$ cat src/rtl/fetch_queue.sv
// rtl/fetch_queue.sv - IF-to-ID decoupling queue of {pc, instr} pairs with flush.
// Optional zero-latency empty-queue forwarding: define FETCH_QUEUE_BYPASS_EN.
module fetch_queue #(
    parameter int          DEPTH     = 4,
    parameter int          PTR_W     = 2,
    parameter logic [15:0] NOP_INSTR = 16'h0000
) (
    input  logic             clk,
    input  logic             rst,
    input  logic             flush,
    input  logic             in_valid,
    input  logic [15:0]      in_pc,
    input  logic [15:0]      in_instr,
    output logic             in_ready,
    output logic             out_valid,
    output logic [15:0]      out_pc,
    output logic [15:0]      out_instr,
    input  logic             out_ready,
    output logic [PTR_W:0]   count
);

    localparam logic [PTR_W:0] C_FULL = (PTR_W+1)'(DEPTH);

    logic [15:0]      r_pc_mem    [DEPTH];
    logic [15:0]      r_instr_mem [DEPTH];
    logic [PTR_W-1:0] r_wr_ptr;
    logic [PTR_W-1:0] r_rd_ptr;
    logic [PTR_W:0]   r_count;

    logic w_fifo_valid;
    logic w_push;
    logic w_pop;
`ifdef FETCH_QUEUE_BYPASS_EN
    logic w_bypass;
`endif

    assign w_fifo_valid = (r_count != '0);
    assign in_ready     = (r_count != C_FULL);
    assign count        = r_count;
    assign w_pop        = w_fifo_valid && out_ready;

`ifdef FETCH_QUEUE_BYPASS_EN
    // An empty queue hands the fetch straight to ID; it is stored only if ID stalls.
    assign w_bypass = (r_count == '0) && !flush;
    assign w_push   = in_valid && in_ready && !(w_bypass && out_ready);
`else
    assign w_push   = in_valid && in_ready;
`endif

    always_comb begin
        out_valid = w_fifo_valid;
        out_pc    = 16'h0000;
        out_instr = NOP_INSTR;
        if (w_fifo_valid) begin
            out_pc    = r_pc_mem[r_rd_ptr];
            out_instr = r_instr_mem[r_rd_ptr];
        end
`ifdef FETCH_QUEUE_BYPASS_EN
        if (w_bypass) begin
            out_valid = in_valid;
            out_pc    = in_pc;
            out_instr = in_instr;
        end
`endif
    end

    // Storage needs no reset; occupancy alone decides what is visible.
    always_ff @(posedge clk) begin
        if (w_push && !flush) begin
            r_pc_mem[r_wr_ptr]    <= in_pc;
            r_instr_mem[r_wr_ptr] <= in_instr;
        end
    end

    always_ff @(posedge clk or posedge rst) begin
        if (rst) begin
            r_wr_ptr <= '0;
            r_rd_ptr <= '0;
            r_count  <= '0;
        end else if (flush) begin
            r_wr_ptr <= '0;
            r_rd_ptr <= '0;
            r_count  <= '0;
        end else begin
            if (w_push) begin
                r_wr_ptr <= r_wr_ptr + PTR_W'(1);
            end
            if (w_pop) begin
                r_rd_ptr <= r_rd_ptr + PTR_W'(1);
            end
            case ({w_push, w_pop})
                2'b10:   r_count <= r_count + (PTR_W+1)'(1);
                2'b01:   r_count <= r_count - (PTR_W+1)'(1);
                default: r_count <= r_count;
            endcase
        end
    end

endmodule

$ cat config.mk
export PLATFORM = sky130hd
export DESIGN_NAME = fetch_queue
export DESIGN_NICKNAME = d
export VERILOG_FILES = /design/src/rtl/fetch_queue.sv
export SDC_FILE = /design/constraint.sdc
export NUM_CORES = 1
export LEC_CHECK = 0
export BUFFER_PORTS_ARGS = -buffer_cell sky130_fd_sc_hd__buf_4
export CORE_UTILIZATION = 38
export CTS_CLUSTER_SIZE = 14
export DETAILED_ROUTE_END_ITERATION = 10
export GPL_ROUTABILITY_DRIVEN = 1
export PLACE_DENSITY_LB_ADDON = 0.08
export REMOVE_ABC_BUFFERS = 1
export SYNTH_ARGS = -nofsm -noshare
export SYNTH_HDL_FRONTEND = slang
export SYNTH_SLANG_ARGS = --single-unit
$ cat constraint.sdc
create_clock -name clk -period 3.4 [get_ports clk]
set_clock_uncertainty 0.05 [all_clocks]
set_input_delay 0.68 -clock clk [delete_from_list [all_inputs] [get_ports clk]]
set_output_delay 0.68 -clock clk [all_outputs]
set_load 0.01 [all_outputs]
# Yosys cells after proc, flatten, opt, wreduce, memory -nomap -nowiden
# Memory sizes are Yosys's and may differ from the RTL's.
# Index checks and enable logic that the tools add are counted.
[totals]
output_inout_bits = 37
memories = 2
elab_cells = 30
ram_bits = 128
input_bits = 37
regBits = 7
[classes]
reduce_logical = 8
n_eq_ne = 3
muxes = 10
n_addsub = 4
[mem_list]
columns = ["name", "words", "word_bits", "read_ports", "rd_clocked_by_memory_dff", "write_ports", "line", "source"]
rows = [
  ["r_instr_mem", 4, 16, 1, 0, 1, "25", "logic [15:0] r_instr_mem [DEPTH];"],
  ["r_pc_mem", 4, 16, 1, 0, 1, "24", "logic [15:0] r_pc_mem [DEPTH];"],
]
[op_table]
columns = ["operator", "n"]
rows = [
  ["$mux W16", 2],
  ["$mux W2", 4],
  ["$pmux W3 S2", 1],
  ["$reduce_bool A3 Y1", 2],
  ["$add A2 B1 Y2 const B", 2],
  ["$reduce_bool A2 Y1", 2],
  ["$add A3 B1 Y3 const B", 1],
  ["$logic_and A1 B1 Y1", 3],
  ["$mux W3", 1],
  ["$ne A3 B3 Y1 const B", 1],
  ["$sub A3 B1 Y3 const B", 1],
  ["$eq A2 B1 Y1 const B", 1],
  ["$eq A2 B2 Y1 const B", 1],
  ["$mux W1", 2],
  ["$logic_not A1 Y1", 1],
]

# Depth between registers and ports, before layout
# Gate-level depths: netlist (run 1).
[depth]
ltp_word = 5
mapped_depth = 9
depth_no_buf = 8

# Worst setup path after synthesis (run 1)
# Ideal clock, no wire load.
[synth_path]
path_type = "input port to flip-flop"
from = "input port in_valid"
to = "memory r_instr_mem[0][0], enable pin"
setup_slack_ns = 1.072
cell_stages = 4
setup_time_ns = 0.392
n_path_buf = 1
t_required_ns = 2.958
arrival_ns = 1.886
cell_sequence = "buf_2 -> nand2_2 -> nor2_1 -> and2_1"
[synth_via]
elab_chain_cells = 4
[synth_rtl]
columns = ["item", "line", "source"]
rows = [
  ["start, declared", "11", "input logic in_valid,"],
  ["$logic_and A1 B1 Y1", "47", "assign w_push = in_valid && in_ready;"],
  ["$logic_and A1 B1 Y1", "69", "if (w_push && !flush) begin"],
  ["$mux W1", "69", ""],
  ["$mux W1 (not written as such)", "71", "r_instr_mem[r_wr_ptr] <= in_instr;"],
  ["end, declared", "25", ""],
]
# Every way passes these cells.

# Worst setup path after layout (run 1)
[layout_path]
from = "register r_count[1], in the netlist count[1]"
to = "output port out_pc[4]"
[layout_via]
elab_chain_cells = 2
[layout_rtl]
columns = ["item", "line", "source"]
rows = [
  ["start, declared", "28", "logic [PTR_W:0] r_count;"],
  ["start signal, assigned", "92", "2'b10: r_count <= r_count + (PTR_W+1)'(1);"],
  ["start signal, assigned", "93", "2'b01: r_count <= r_count - (PTR_W+1)'(1);"],
  ["start signal, assigned", "94", "default: r_count <= r_count;"],
  ["$reduce_bool A3 Y1", "37", "assign w_fifo_valid = (r_count != '0);"],
  ["$mux W16", "54", "if (w_fifo_valid) begin"],
  ["end, declared", "16", "output logic [15:0] out_pc,"],
]
# Every way passes these cells.

==> out/summary.txt, run 1 <==
STATUS
-------------------------------------------------------------------------------------
Run status ............................................................. finished clean

DIE
-------------------------------------------------------------------------------------
Count of boundary I/O pins .............................................           74
Die Y ..................................................................       121 µm
Horiz. Die Dim .........................................................       121 µm
Placement Rows .........................................................           43
Area of the placeable core .............................................    13900 µm²
Die area ...............................................................    14800 µm²
Starting density of the core ...........................................        0.391

POWER AND IR DROP
-------------------------------------------------------------------------------------
Total power divided by cell area .......................................   655 nW/µm²
P_leak .................................................................      2.37 nW
Worst VDD drop .........................................................   0.000296 V
PnR Total Power ........................................................    0.00441 W

CLOCK TREE
-------------------------------------------------------------------------------------
Clock-pin slew of the registers on the worst-case setup and hold paths .      0.05 ns
Clock Latency Late Sink ................................................      0.41 ns
Root Buffer ............................................................ sky130_fd_sc_hd__clkbuf_16
Clock buffers created by TritonCTS .....................................           17
CTS-repair resized insts ...............................................            0
Max clock buf depth ....................................................            2
Hold_buf cts ...........................................................            0
Number of post-CTS setup repair buffers ................................            0
CTS tree ...............................................................          yes
Count of H-tree levels built during CTS ................................            4
CTS sink count .........................................................          135

LAYOUT
-------------------------------------------------------------------------------------
Number of diodes .......................................................            0
Most common library cell in the layout ignoring fill and taps .......... sky130_fd_sc_hd__edfxtp_1
Fillers ................................................................         1176
Layout cells sized above 1 .............................................        0.403
Commonest non-fill, non-tap cells in the layout ........................ sky130_fd_sc_hd__edfxtp_1, sky130_fd_sc_hd__buf_4, sky130_fd_sc_hd__and2_1, sky130_fd_sc_hd__mux4_2, sky130_fd_sc_hd__clkbuf_16
Final cell count without fillers .......................................          545
Layout area overhead ...................................................        24.3%
Final #Nets ............................................................          396

GLOBAL ROUTE
-------------------------------------------------------------------------------------
Largest net degree at the start of global routing ......................           30
First-pass GRT wire length .............................................     16000 µm
Vias in the first global route .........................................         2839
Number of antenna violations at the first check in global routing ......            0
Global Route Usage Sum .................................................        0.153
Overflow after GRT .....................................................            0

PLACED DESIGN
-------------------------------------------------------------------------------------
Half-perimeter wire length of the detailed placement result ............      6140 µm
Weighted congestion at the end of routability-driven global placement ..        0.735
Number of cells after detailed placement ...............................          515
Buffers added on ports .................................................           73

LOGIC SYNTHESIS
-------------------------------------------------------------------------------------
Unique cell type count in the Yosys netlist ............................           31
Mapped cell area .......................................................     5420 µm²
Post-synthesis sequential element count ................................          135
Total number of yosys warnings .........................................            0
Post-Synthesis Mean Instance Area ......................................     20.2 µm²
Synth area leaders ..................................................... sky130_fd_sc_hd__edfxtp_1, sky130_fd_sc_hd__mux4_2, sky130_fd_sc_hd__and2_1
Fraction of synthesis flops using an asynchronous set or reset pin .....       0.0519
Number of synthesized flops with an enable pin .........................          128
Post-Syn Instances .....................................................          268
Most instantiated flip-flop cell in the synthesis netlist .............. sky130_fd_sc_hd__edfxtp_1
Cell type with the largest total area after synthesis .................. sky130_fd_sc_hd__edfxtp_1
Sequential element share of the synthesized area .......................        0.741
Yosys top cell area share ..............................................        0.709

STA
-------------------------------------------------------------------------------------
Max-Slew Margin vs Limit ...............................................        0.641
Tightest Pin Transition ................................................     0.538 ns
Number of endpoints with negative hold slack in the final report .......            0
Setup repair after global routing missed its margin ....................        false
Share of the clock period used by the worst path .......................        0.847
Maximum frequency from static timing analysis ..........................    0.347 GHz
Final Setup Violations .................................................            0
Final total negative setup slack .......................................         0 ns
Max Transition Viols Final .............................................            0
Final worst path period need ...........................................      2.88 ns

RUN
-------------------------------------------------------------------------------------
MaxCap Viol Count ......................................................            0

ROUTING
-------------------------------------------------------------------------------------
Detailed-route wire length .............................................     10100 µm
Number of vias after detailed routing ..................................         2690
Routed via count divided by cell count .................................         4.94
Starting DRT DRC Count .................................................          145
Number of iterations in the first detailed-routing pass ................            4
Number of nets still failing antenna checks after routing ..............            0
Average routed wire per standard cell ..................................      18.4 µm
Residual DRC count .....................................................            0

WORST SETUP PATH
-------------------------------------------------------------------------------------
Crit path max fanout ...................................................           21
Worst-path cell chain .................................................. or3_1 -> buf_4 -> and2_1 -> buf_4
Crit-path slowest cell ................................................. sky130_fd_sc_hd__or3_1
Most common cell on crit path .......................................... sky130_fd_sc_hd__buf_4
Setup Crit Path Kind ................................................... register to output port
Critical path's largest stage delay ....................................      0.65 ns
Crit. End Element ......................................................  output port
Register-to-register setup slack .......................................      1.05 ns
WP data arrival ........................................................      2.15 ns
Crit path launch type ..................................................     register
Critical Path RT .......................................................      2.67 ns

WORST HOLD PATH
-------------------------------------------------------------------------------------
Min-Delay Path Class ................................................... input port to asynchronous set/reset pin

## synthesized netlist by cell type, types with 2 or more instances
library cell	count
sky130_fd_sc_hd__nand3_1	4
sky130_fd_sc_hd__o21ai_0	3
sky130_fd_sc_hd__and2_1	36
sky130_fd_sc_hd__nand2_1	5
sky130_fd_sc_hd__mux4_1	4
sky130_fd_sc_hd__nor3_1	2
sky130_fd_sc_hd__clkbuf_1	4
sky130_fd_sc_hd__xor2_1	2
sky130_fd_sc_hd__edfxtp_1	128
sky130_fd_sc_hd__inv_1	3
sky130_fd_sc_hd__buf_12	3
sky130_fd_sc_hd__ha_1	4
sky130_fd_sc_hd__buf_2	7
sky130_fd_sc_hd__mux4_2	28
sky130_fd_sc_hd__xnor2_1	2
sky130_fd_sc_hd__nor2_1	9
sky130_fd_sc_hd__dfrtp_1	7
sky130_fd_sc_hd__or3_1	2
sky130_fd_sc_hd__a21oi_1	3
## cell families (layout without fill, tap and decap cells)
| group | Yosys count | count (layout) | synth area share |
|---|---|---|---|
| mux | 33 | 33 | 0.138 |
| flops | 135 | 135 | 0.741 |
| compound gates | 9 | 9 | 0.00992 |
| buf+inv | 18 | 115 | 0.0245 |
| xor+xnor | 4 | 4 | 0.00646 |
| simple gates | 64 | 64 | 0.0674 |
| fa+ha+maj | 5 | 5 | 0.0129 |
## metrics by stage
stage	worst slack, ns	hold WS, ns	util	cell area (µm²)
global route	0.377	0.189	0.486	6740
global placement	0.928	0.515	0.445	6170
detailed placement	0.918	0.533	0.445	6170
floorplan	0.425	0.433	-	5300
CTS	0.461	0.164	0.486	6740
finish	0.520	0.168	0.486	6740
## per-layer routing
metal,GRT usage,wire [µm],vias up
met5,0,0,-
met1,0.197,4500,1372
met4,0.0694,152,0
li1,-,-,1233
met2,0.241,4990,72
met3,0.0423,407,13
## layout make-up
type	instances	area [µm²]	share of cell area
clock buffers	19	433	0.0642
clock inverters	11	134	0.0199
inverters	3	11.3	0.00167
multi-input cells	115	1280	0.189
flip-flops and latches	135	4020	0.597
well taps	180	225	0.0334
repair buffers	82	641	0.0950
## critical path, delay by kind of cell, from the launching register on
| kind | cells | cell delay, ns |
|---|---|---|
| buffers and inverters | 2 | 0.46 |
| flip-flops | 1 | 0.46 |
| AND/OR/NAND/NOR | 2 | 0.81 |
## power breakdown
| part | internal [W] | total [W] | switching (W) |
|---|---|---|---|
| sequential | 0.00190 | 0.00193 | 0.0000313 |
| clock | 0.00113 | 0.00176 | 0.000628 |
| combinational | 0.000376 | 0.000725 | 0.000349 |
| total | 0.00341 | 0.00441 | 0.00101 |
## registers in the layout, summed over array words and instances, names as in the netlist
| signal | cells |
|---|---|
| count | 3 |
| r_wr_ptr | 2 |
| r_instr_mem | 64 |
| r_pc_mem | 64 |
| r_rd_ptr | 2 |
## path summary, 6_finish.rpt
kind | start | end | cells past startpoint
max in group asynchronous | rst | r_rd_ptr[0] | 2
max | count[1] | out_pc[4] | 4
min in group clk | in_instr[8] | r_instr_mem[0][8] | 1
min reg2reg | r_wr_ptr[1] | r_wr_ptr[1] | 2
min | rst | r_rd_ptr[1] | 2
max reg2reg | count[1] | count[2] | 7
No activity file was read; power rests on OpenSTA's default activity.
==> inputs of run 2 (changes only) <==
--- a/config.mk
+++ b/config.mk
@@ -5,6 +5,7 @@
 export SDC_FILE = /design/constraint.sdc
 export NUM_CORES = 1
 export LEC_CHECK = 0
+export ABC_AREA = 1
 export BUFFER_PORTS_ARGS = -buffer_cell sky130_fd_sc_hd__buf_4
 export CORE_UTILIZATION = 38
 export CTS_CLUSTER_SIZE = 14
==> constraint.sdc (replaced) <==
create_clock -name clk -period 2.8 [get_ports clk]
set_clock_uncertainty 0.05 [all_clocks]
set_input_delay 0.56 -clock clk [delete_from_list [all_inputs] [get_ports clk]]
set_output_delay 0.56 -clock clk [all_outputs]
set_load 0.01 [all_outputs]
==> out/summary.txt, run 2 <==
CLOCK TREE
-------------------------------------------------------------------------------------
Hold_buf cts ...........................................................            0   unchanged
CTS tree ...............................................................          yes
Clock Latency Late Sink ................................................      0.41 ns   about the same
Clock-pin slew of the registers on the worst-case setup and hold paths .      0.05 ns   about the same
Max clock buf depth ....................................................            2   unchanged
CTS sink count .........................................................          135   unchanged
Root Buffer ............................................................ sky130_fd_sc_hd__clkbuf_16
Number of post-CTS setup repair buffers ................................            0   unchanged
Clock buffers created by TritonCTS .....................................           17   unchanged
Count of H-tree levels built during CTS ................................            4   unchanged

POWER AND IR DROP
-------------------------------------------------------------------------------------
Total power divided by cell area .......................................   963 nW/µm²   +47%
Worst VDD drop .........................................................   0.000527 V   +78%
P_leak .................................................................      2.54 nW   +7.0%

LOGIC SYNTHESIS
-------------------------------------------------------------------------------------
Synth top cells by count ............................................... sky130_fd_sc_hd__nor2_1, sky130_fd_sc_hd__edfxtp_1, sky130_fd_sc_hd__o21ai_1
Number of synthesized flops with an enable pin .........................          128   unchanged
Fraction of synthesis flops using an asynchronous set or reset pin .....       0.0519   unchanged
Most instantiated flip-flop cell in the synthesis netlist .............. sky130_fd_sc_hd__edfxtp_1
Total number of yosys warnings .........................................            0   unchanged
Post-synthesis sequential element count ................................          135   unchanged
Sequential element share of the synthesized area .......................        0.736   -0.00543
Synth area leaders ..................................................... sky130_fd_sc_hd__edfxtp_1, sky130_fd_sc_hd__nor2_1, sky130_fd_sc_hd__o21ai_1
Unique cell type count in the Yosys netlist ............................           26   -16%
Leading cell type by number of instances after synthesis ............... sky130_fd_sc_hd__nor2_1
Mapped cell area .......................................................     5460 µm²   +0.74%
Yosys top cell area share ..............................................        0.704   -0.00520
Cell type with the largest total area after synthesis .................. sky130_fd_sc_hd__edfxtp_1
Post-Syn Instances .....................................................          442   +65%
Post-Synthesis Mean Instance Area ......................................     12.4 µm²   -39%

ROUTING
-------------------------------------------------------------------------------------
Starting DRT DRC Count .................................................          226   +56%
Routed via count divided by cell count .................................         4.83   -2.1%
Number of vias after detailed routing ..................................         3471   +29%
Residual DRC count .....................................................            0   unchanged
Number of nets still failing antenna checks after routing ..............            0   unchanged
Number of iterations in the first detailed-routing pass ................            4   unchanged
Average routed wire per standard cell ..................................      16.3 µm   -12%
Detailed-route wire length .............................................     11700 µm   +16%

GLOBAL ROUTE
-------------------------------------------------------------------------------------
Number of antenna violations at the first check in global routing ......            0   unchanged
Largest net degree at the start of global routing ......................           66   +120%
Overflow after GRT .....................................................            0   unchanged
Global Route Usage Sum .................................................        0.173   +0.0200
First-pass GRT wire length .............................................     18500 µm   +16%
Vias in the first global route .........................................         3554   +25%

LAYOUT
-------------------------------------------------------------------------------------
Final cell count without fillers .......................................          718   +32%
Layout cells sized above 1 .............................................        0.243   -0.159
Layout area overhead ...................................................        25.1%
Commonest non-fill, non-tap cells in the layout ........................ sky130_fd_sc_hd__nor2_1, sky130_fd_sc_hd__edfxtp_1, sky130_fd_sc_hd__buf_4, sky130_fd_sc_hd__o21ai_1, sky130_fd_sc_hd__a21oi_1
Final #Nets ............................................................          568   +43%
Number of diodes .......................................................            0   unchanged
Fin area ...............................................................     6830 µm²   +1.4%
Fillers ................................................................         1235   +5.0%

WORST SETUP PATH
-------------------------------------------------------------------------------------
Critical Path RT .......................................................      2.19 ns   -0.48 ns
Crit. End Element ......................................................  output port
Register-to-register setup slack .......................................      0.81 ns   -0.24 ns
Number of cells on the worst reg-to-reg path ...........................            7   unchanged
Crit path launch type ..................................................     register
Reg2reg end ............................................................ r_pc_mem[1][10]
WP data arrival ........................................................      2.01 ns   -0.14 ns
RR Startpoint ..........................................................     count[0]
Crit path max fanout ...................................................           29   +38%
Setup Crit Path Kind ................................................... register to output port

WORST HOLD PATH
-------------------------------------------------------------------------------------
Min-Delay Path Class ................................................... input port to asynchronous set/reset pin

STA
-------------------------------------------------------------------------------------
Setup repair after global routing missed its margin ....................        false
Number of endpoints with negative hold slack in the final report .......            0   unchanged
Tightest Pin Transition ................................................     0.502 ns   -0.0362 ns
Final worst path period need ...........................................      2.62 ns
Max Transition Viols Final .............................................            0   unchanged
Max-Slew Margin vs Limit ...............................................        0.666   +0.0241
Maximum frequency from static timing analysis ..........................    0.382 GHz
Final setup slack of the worst path ....................................     0.184 ns   -0.336 ns
Final Setup Violations .................................................            0   unchanged
Share of the clock period used by the worst path .......................        0.934

DIE
-------------------------------------------------------------------------------------
Horiz. Die Dim .........................................................       122 µm   +0.36%
Count of boundary I/O pins .............................................           74   unchanged
Die area ...............................................................    14900 µm²   +0.73%
Die Y ..................................................................       122 µm   +0.36%
Area of the placeable core .............................................    13900 µm²   +0.39%
Placement Rows .........................................................           43   unchanged
Starting density of the core ...........................................        0.392   +0.00136

PLACED DESIGN
-------------------------------------------------------------------------------------
Buffers added on ports .................................................           73   unchanged
Number of cells after detailed placement ...............................          687   +33%
Worst Setup Slack post-DPL .............................................     0.507 ns   -0.410 ns
Half-perimeter wire length of the detailed placement result ............      7070 µm   +15%
Total placed instance area .............................................     6260 µm²   +1.4%
Weighted congestion at the end of routability-driven global placement ..        0.758   +3.1%

RUN
-------------------------------------------------------------------------------------
MaxCap Viol Count ......................................................            0   unchanged

STATUS
-------------------------------------------------------------------------------------
Run status ............................................................. finished clean

[run 2: power breakdown]
part	leakage (nW)	switching [W]	internal, W	total [W]
registers	1.26	0.0000638	0.00234	0.00241
clock network	0.273	0.000783	0.00137	0.00216
logic	1.01	0.00121	0.000810	0.00202
total	2.54	0.00206	0.00453	0.00658
[run 2: routing by layer]
metal | routed length, µm | up-vias | track usage
met3 | 497 | 19 | 0.0548
met5 | 0 | - | 0
li1 | - | 1716 | -
met2 | 5710 | 69 | 0.282
met1 | 5280 | 1667 | 0.209
met4 | 213 | 0 | 0.0810
[run 2: final cells by class]
cell class | count | area (µm²) | share of cell area
inverter | 16 | 63.8 | 0.00934
clock buffer | 19 | 433 | 0.0633
multi-input combinational | 267 | 1260 | 0.184
timing repair buffer | 89 | 697 | 0.102
sequential | 135 | 4020 | 0.588
tap | 180 | 225 | 0.0330
clock inverter | 12 | 135 | 0.0198
[run 2: cell families (layout without fill, tap and decap cells)]
group / Yosys count / count (layout) / share of synthesized area
buffers and inverters: 40 / 136 / 0.0392
AO/OA/AOI/OAI: 102 / 102 / 0.0941
XOR/XNOR: 1 / 1 / 0.00160
AND/OR/NAND/NOR: 159 / 159 / 0.117
adder cells (fa/ha/maj): 5 / 5 / 0.0128
flip-flops: 135 / 135 / 0.736
[run 2: stage by stage]
stage               hold WS, ns  power, W  TNS [ns]  utilization
global route             0.0522   0.00696         0        0.490
CTS                      0.0264   0.00667         0        0.490
detailed placement        0.475   0.00451         0        0.449
global placement          0.478   0.00450         0        0.449
floorplan                 0.313   0.00346     -4.37            -
finish                   0.0366   0.00658         0        0.490
[run 2: critical path, stage by stage, from the launching register on]
cell and delay [ns]:
sky130_fd_sc_hd__dfrtp_2 0.41, sky130_fd_sc_hd__clkinv_2 0.33, sky130_fd_sc_hd__buf_4 0.32, sky130_fd_sc_hd__o21ai_1 0.10
sky130_fd_sc_hd__a21oi_1 0.25, sky130_fd_sc_hd__buf_4 0.17
[run 2: what timing repair did]
| item | CTS | global route |
|---|---|---|
| hold endpoints to repair | 0 | 0 |
| resized for setup | 0 | 2 |
| endpoints found under the setup margin | 0 | 5 |
[run 2: worst max-delay path by stage]
stage,start,end,slack (ns),cells past startpoint
floorplan,r_rd_ptr[0],out_instr[15],-0.16,3
global placement,r_rd_ptr[0],out_instr[11],0.50,5
detailed placement,r_rd_ptr[0],out_instr[11],0.51,5
CTS,r_rd_ptr[0],out_instr[11],0.05,5
global route,r_rd_ptr[0],out_instr[11],0.03,5
finish,r_rd_ptr[0],out_instr[11],0.18,5
==> inputs of run 3 (changes only) <==
==> constraint.sdc (replaced) <==
create_clock -name clk -period 2.4 [get_ports clk]
set_clock_uncertainty 0.05 [all_clocks]
set_input_delay 0.48 -clock clk [delete_from_list [all_inputs] [get_ports clk]]
set_output_delay 0.48 -clock clk [all_outputs]
set_load 0.01 [all_outputs]
==> out/summary.txt, run 3 (synthesis results as in run 2) <==
STATUS
-------------------------------------------------------------------------------------
Run status ............................................................. finished clean

WORST SETUP PATH
-------------------------------------------------------------------------------------
Largest delay contributor family on the critical path .................. buffers and inverters
Setup Crit Path Kind ................................................... register to output port
Most common cell on crit path .......................................... sky130_fd_sc_hd__buf_4
Critical path's largest stage delay ....................................      0.45 ns   +0.04 ns
Crit path max fanout ...................................................           19   -34%
Register-to-register setup slack .......................................      0.46 ns   -0.35 ns
Crit. End Element ......................................................  output port
Critical path buffer and inverter count ................................            3   unchanged
Worst-path cell chain .................................................. nor2_4 -> nand2_2 -> inv_1 -> buf_4 -> a21oi_1 -> buf_4
Critical Path RT .......................................................      1.87 ns   -0.32 ns
Crit path launch type ..................................................     register
Reg2reg end ............................................................ r_instr_mem[2][9]
Number of cells on the worst reg-to-reg path ...........................            7   unchanged
RR Startpoint ..........................................................     count[1]
WP data arrival ........................................................      1.78 ns   -0.23 ns
Crit-path slowest cell ................................................. sky130_fd_sc_hd__dfrtp_1

ROUTING
-------------------------------------------------------------------------------------
Routed via count divided by cell count .................................         4.89   +1.1%
Starting DRT DRC Count .................................................          263   +16%
Detailed-route wire length .............................................     12000 µm   +2.9%
Number of iterations in the first detailed-routing pass ................            4   unchanged
Number of vias after detailed routing ..................................         3540   +2.0%
Residual DRC count .....................................................            0   unchanged
Average routed wire per standard cell ..................................      16.6 µm   +2.0%
Number of nets still failing antenna checks after routing ..............            0   unchanged

GLOBAL ROUTE
-------------------------------------------------------------------------------------
Overflow after GRT .....................................................            0   unchanged
Largest net degree at the start of global routing ......................           66   unchanged
Global-route met2 utilization ..........................................        0.274   -0.00812
Vias in the first global route .........................................         3552   -0.056%
First-pass GRT wire length .............................................     18700 µm   +0.82%
GR Util met3 ...........................................................       0.0482   -0.00655
Global Route Usage Sum .................................................        0.172   -0.00101
Number of antenna violations at the first check in global routing ......            0   unchanged
Highest-utilization routing layer at the global route stage ............         met2
Met1 track utilization from global routing .............................        0.226   +0.0167

DIE
-------------------------------------------------------------------------------------
Placement Rows .........................................................           43   unchanged
Count of boundary I/O pins .............................................           74   unchanged
Die Y ..................................................................       122 µm   unchanged
Horiz. Die Dim .........................................................       122 µm   unchanged
Die area ...............................................................    14900 µm²   unchanged
Starting density of the core ...........................................        0.392   unchanged
Area of the placeable core .............................................    13900 µm²   unchanged

POWER AND IR DROP
-------------------------------------------------------------------------------------
Part of the power in the clock network .................................        0.312   -0.016
Total internal power ...................................................    0.00525 W   +16%
P_leak .................................................................      2.57 nW   +0.99%
PnR Total Power ........................................................    0.00768 W   +17%
Worst VDD drop .........................................................   0.000519 V   -1.5%
Switching power summed over all nets ...................................    0.00243 W   +18%
Sequential cell fraction of total power ................................        0.367   about the same
Share of power burned in combinational logic ...........................        0.321   +0.014
Total power divided by cell area .......................................  1110 nW/µm²   +15%
Switching share of total power .........................................        0.316   +0.00395

STA
-------------------------------------------------------------------------------------
Final Setup Violations .................................................            0   unchanged
Final worst path period need ...........................................      2.31 ns
Final hold slack .......................................................     0.216 ns   +0.179 ns
Max Transition Viols Final .............................................            0   unchanged
Maximum frequency from static timing analysis ..........................    0.434 GHz
Setup repair after global routing missed its margin ....................         true
Tightest Pin Transition ................................................     0.373 ns   -0.129 ns
Max-Slew Margin vs Limit ...............................................        0.751   +0.0854
Share of the clock period used by the worst path .......................        0.961
Number of endpoints with negative hold slack in the final report .......            0   unchanged

PLACED DESIGN
-------------------------------------------------------------------------------------
Buffers added on ports .................................................           73   unchanged
Half-perimeter wire length of the detailed placement result ............      7080 µm   about the same
Total placed instance area .............................................     6330 µm²   +1.2%
Weighted congestion at the end of routability-driven global placement ..        0.773   +2.0%
Number of cells after detailed placement ...............................          690   +0.44%

CLOCK TREE
-------------------------------------------------------------------------------------
CTS sink count .........................................................          135   unchanged
Count of H-tree levels built during CTS ................................            4   unchanged
Clock Latency Late Sink ................................................      0.41 ns   about the same
Root Buffer ............................................................ sky130_fd_sc_hd__clkbuf_16
Clock-pin slew of the registers on the worst-case setup and hold paths .      0.06 ns   about the same
CTS tree ...............................................................          yes
Max clock buf depth ....................................................            2   unchanged
Clock buffers created by TritonCTS .....................................           17   unchanged

LAYOUT
-------------------------------------------------------------------------------------
Layout area overhead ...................................................        26.8%
Fin area ...............................................................     6930 µm²   +1.3%
Number of diodes .......................................................            0   unchanged
Core Util, Final .......................................................        0.497   +0.00655
Layout cells sized above 1 .............................................        0.246   +0.00283
Final cell count without fillers .......................................          724   +0.84%
Final #Nets ............................................................          573   +0.88%
Fillers ................................................................         1273   +3.1%
Commonest non-fill, non-tap cells in the layout ........................ sky130_fd_sc_hd__nor2_1, sky130_fd_sc_hd__edfxtp_1, sky130_fd_sc_hd__buf_4, sky130_fd_sc_hd__o21ai_1, sky130_fd_sc_hd__a21oi_1

WORST HOLD PATH
-------------------------------------------------------------------------------------
Min-Delay Path Class ................................................... input port to register
Hold Crit Depth ........................................................            1
Worst Hold Path EP ..................................................... r_pc_mem[2][14]
Hold Crit Start ........................................................    in_pc[14]

RUN
-------------------------------------------------------------------------------------
MaxCap Viol Count ......................................................            0   unchanged

-- run 3: cell type report --
| cell class | instances | area [µm²] | area share |
|---|---|---|---|
| clock inverter | 12 | 110 | 0.0159 |
| tap | 180 | 225 | 0.0325 |
| sequential | 135 | 4020 | 0.580 |
| clock buffer | 20 | 437 | 0.0631 |
| multi-input combinational | 267 | 1260 | 0.182 |
| inverter | 16 | 65.1 | 0.00939 |
| timing repair buffer | 94 | 805 | 0.116 |
-- run 3: worst max-delay path by stage --
stage,start,endpoint,slack (ns),cells past startpoint
2_1_floorplan,r_rd_ptr[0],out_instr[15],-0.48,3
3_3_place_gp,r_rd_ptr[0],out_pc[2],0.39,5
3_5_place_dp,r_rd_ptr[0],out_instr[11],0.36,5
4_1_cts,r_rd_ptr[0],out_pc[9],0.04,6
5_1_grt,r_rd_ptr[0],out_pc[11],-0.01,6
6_report,count[1],out_pc[9],0.09,6
-- run 3: through the flow --
stage	setup WS [ns]	setup TNS [ns]
after global placement	0.394	0
after detailed placement	0.356	0
final	0.0947	0
after global routing	-0.0127	-0.0127
after floorplan	-0.479	-55.31
after CTS	0.0427	0
-- run 3: metal layers --
layer	vias to the layer above	share of wire
met5	-	0
met4	0	0.012
met3	10	0.050
met2	83	0.47
met1	1717	0.47
li1	1730	-
-- run 3: power by group through the flow --
stage	logic [W]	clock network, W	registers, W
floorplan	0.00110	0	0.00294
global placement	0.00243	0	0.00286
detailed placement	0.00246	0	0.00286
CTS	0.00246	0.00244	0.00281
global route	0.00274	0.00253	0.00283
finish	0.00247	0.00239	0.00282
-- run 3: what timing repair did --
action	CTS	global route
hold buffers	1	0
resized for setup	1	2
endpoints found under the setup margin	10	11
endpoints found under the hold margin	7	0
setup buffers	0	0
pin swaps	0	2
cloned	0	1
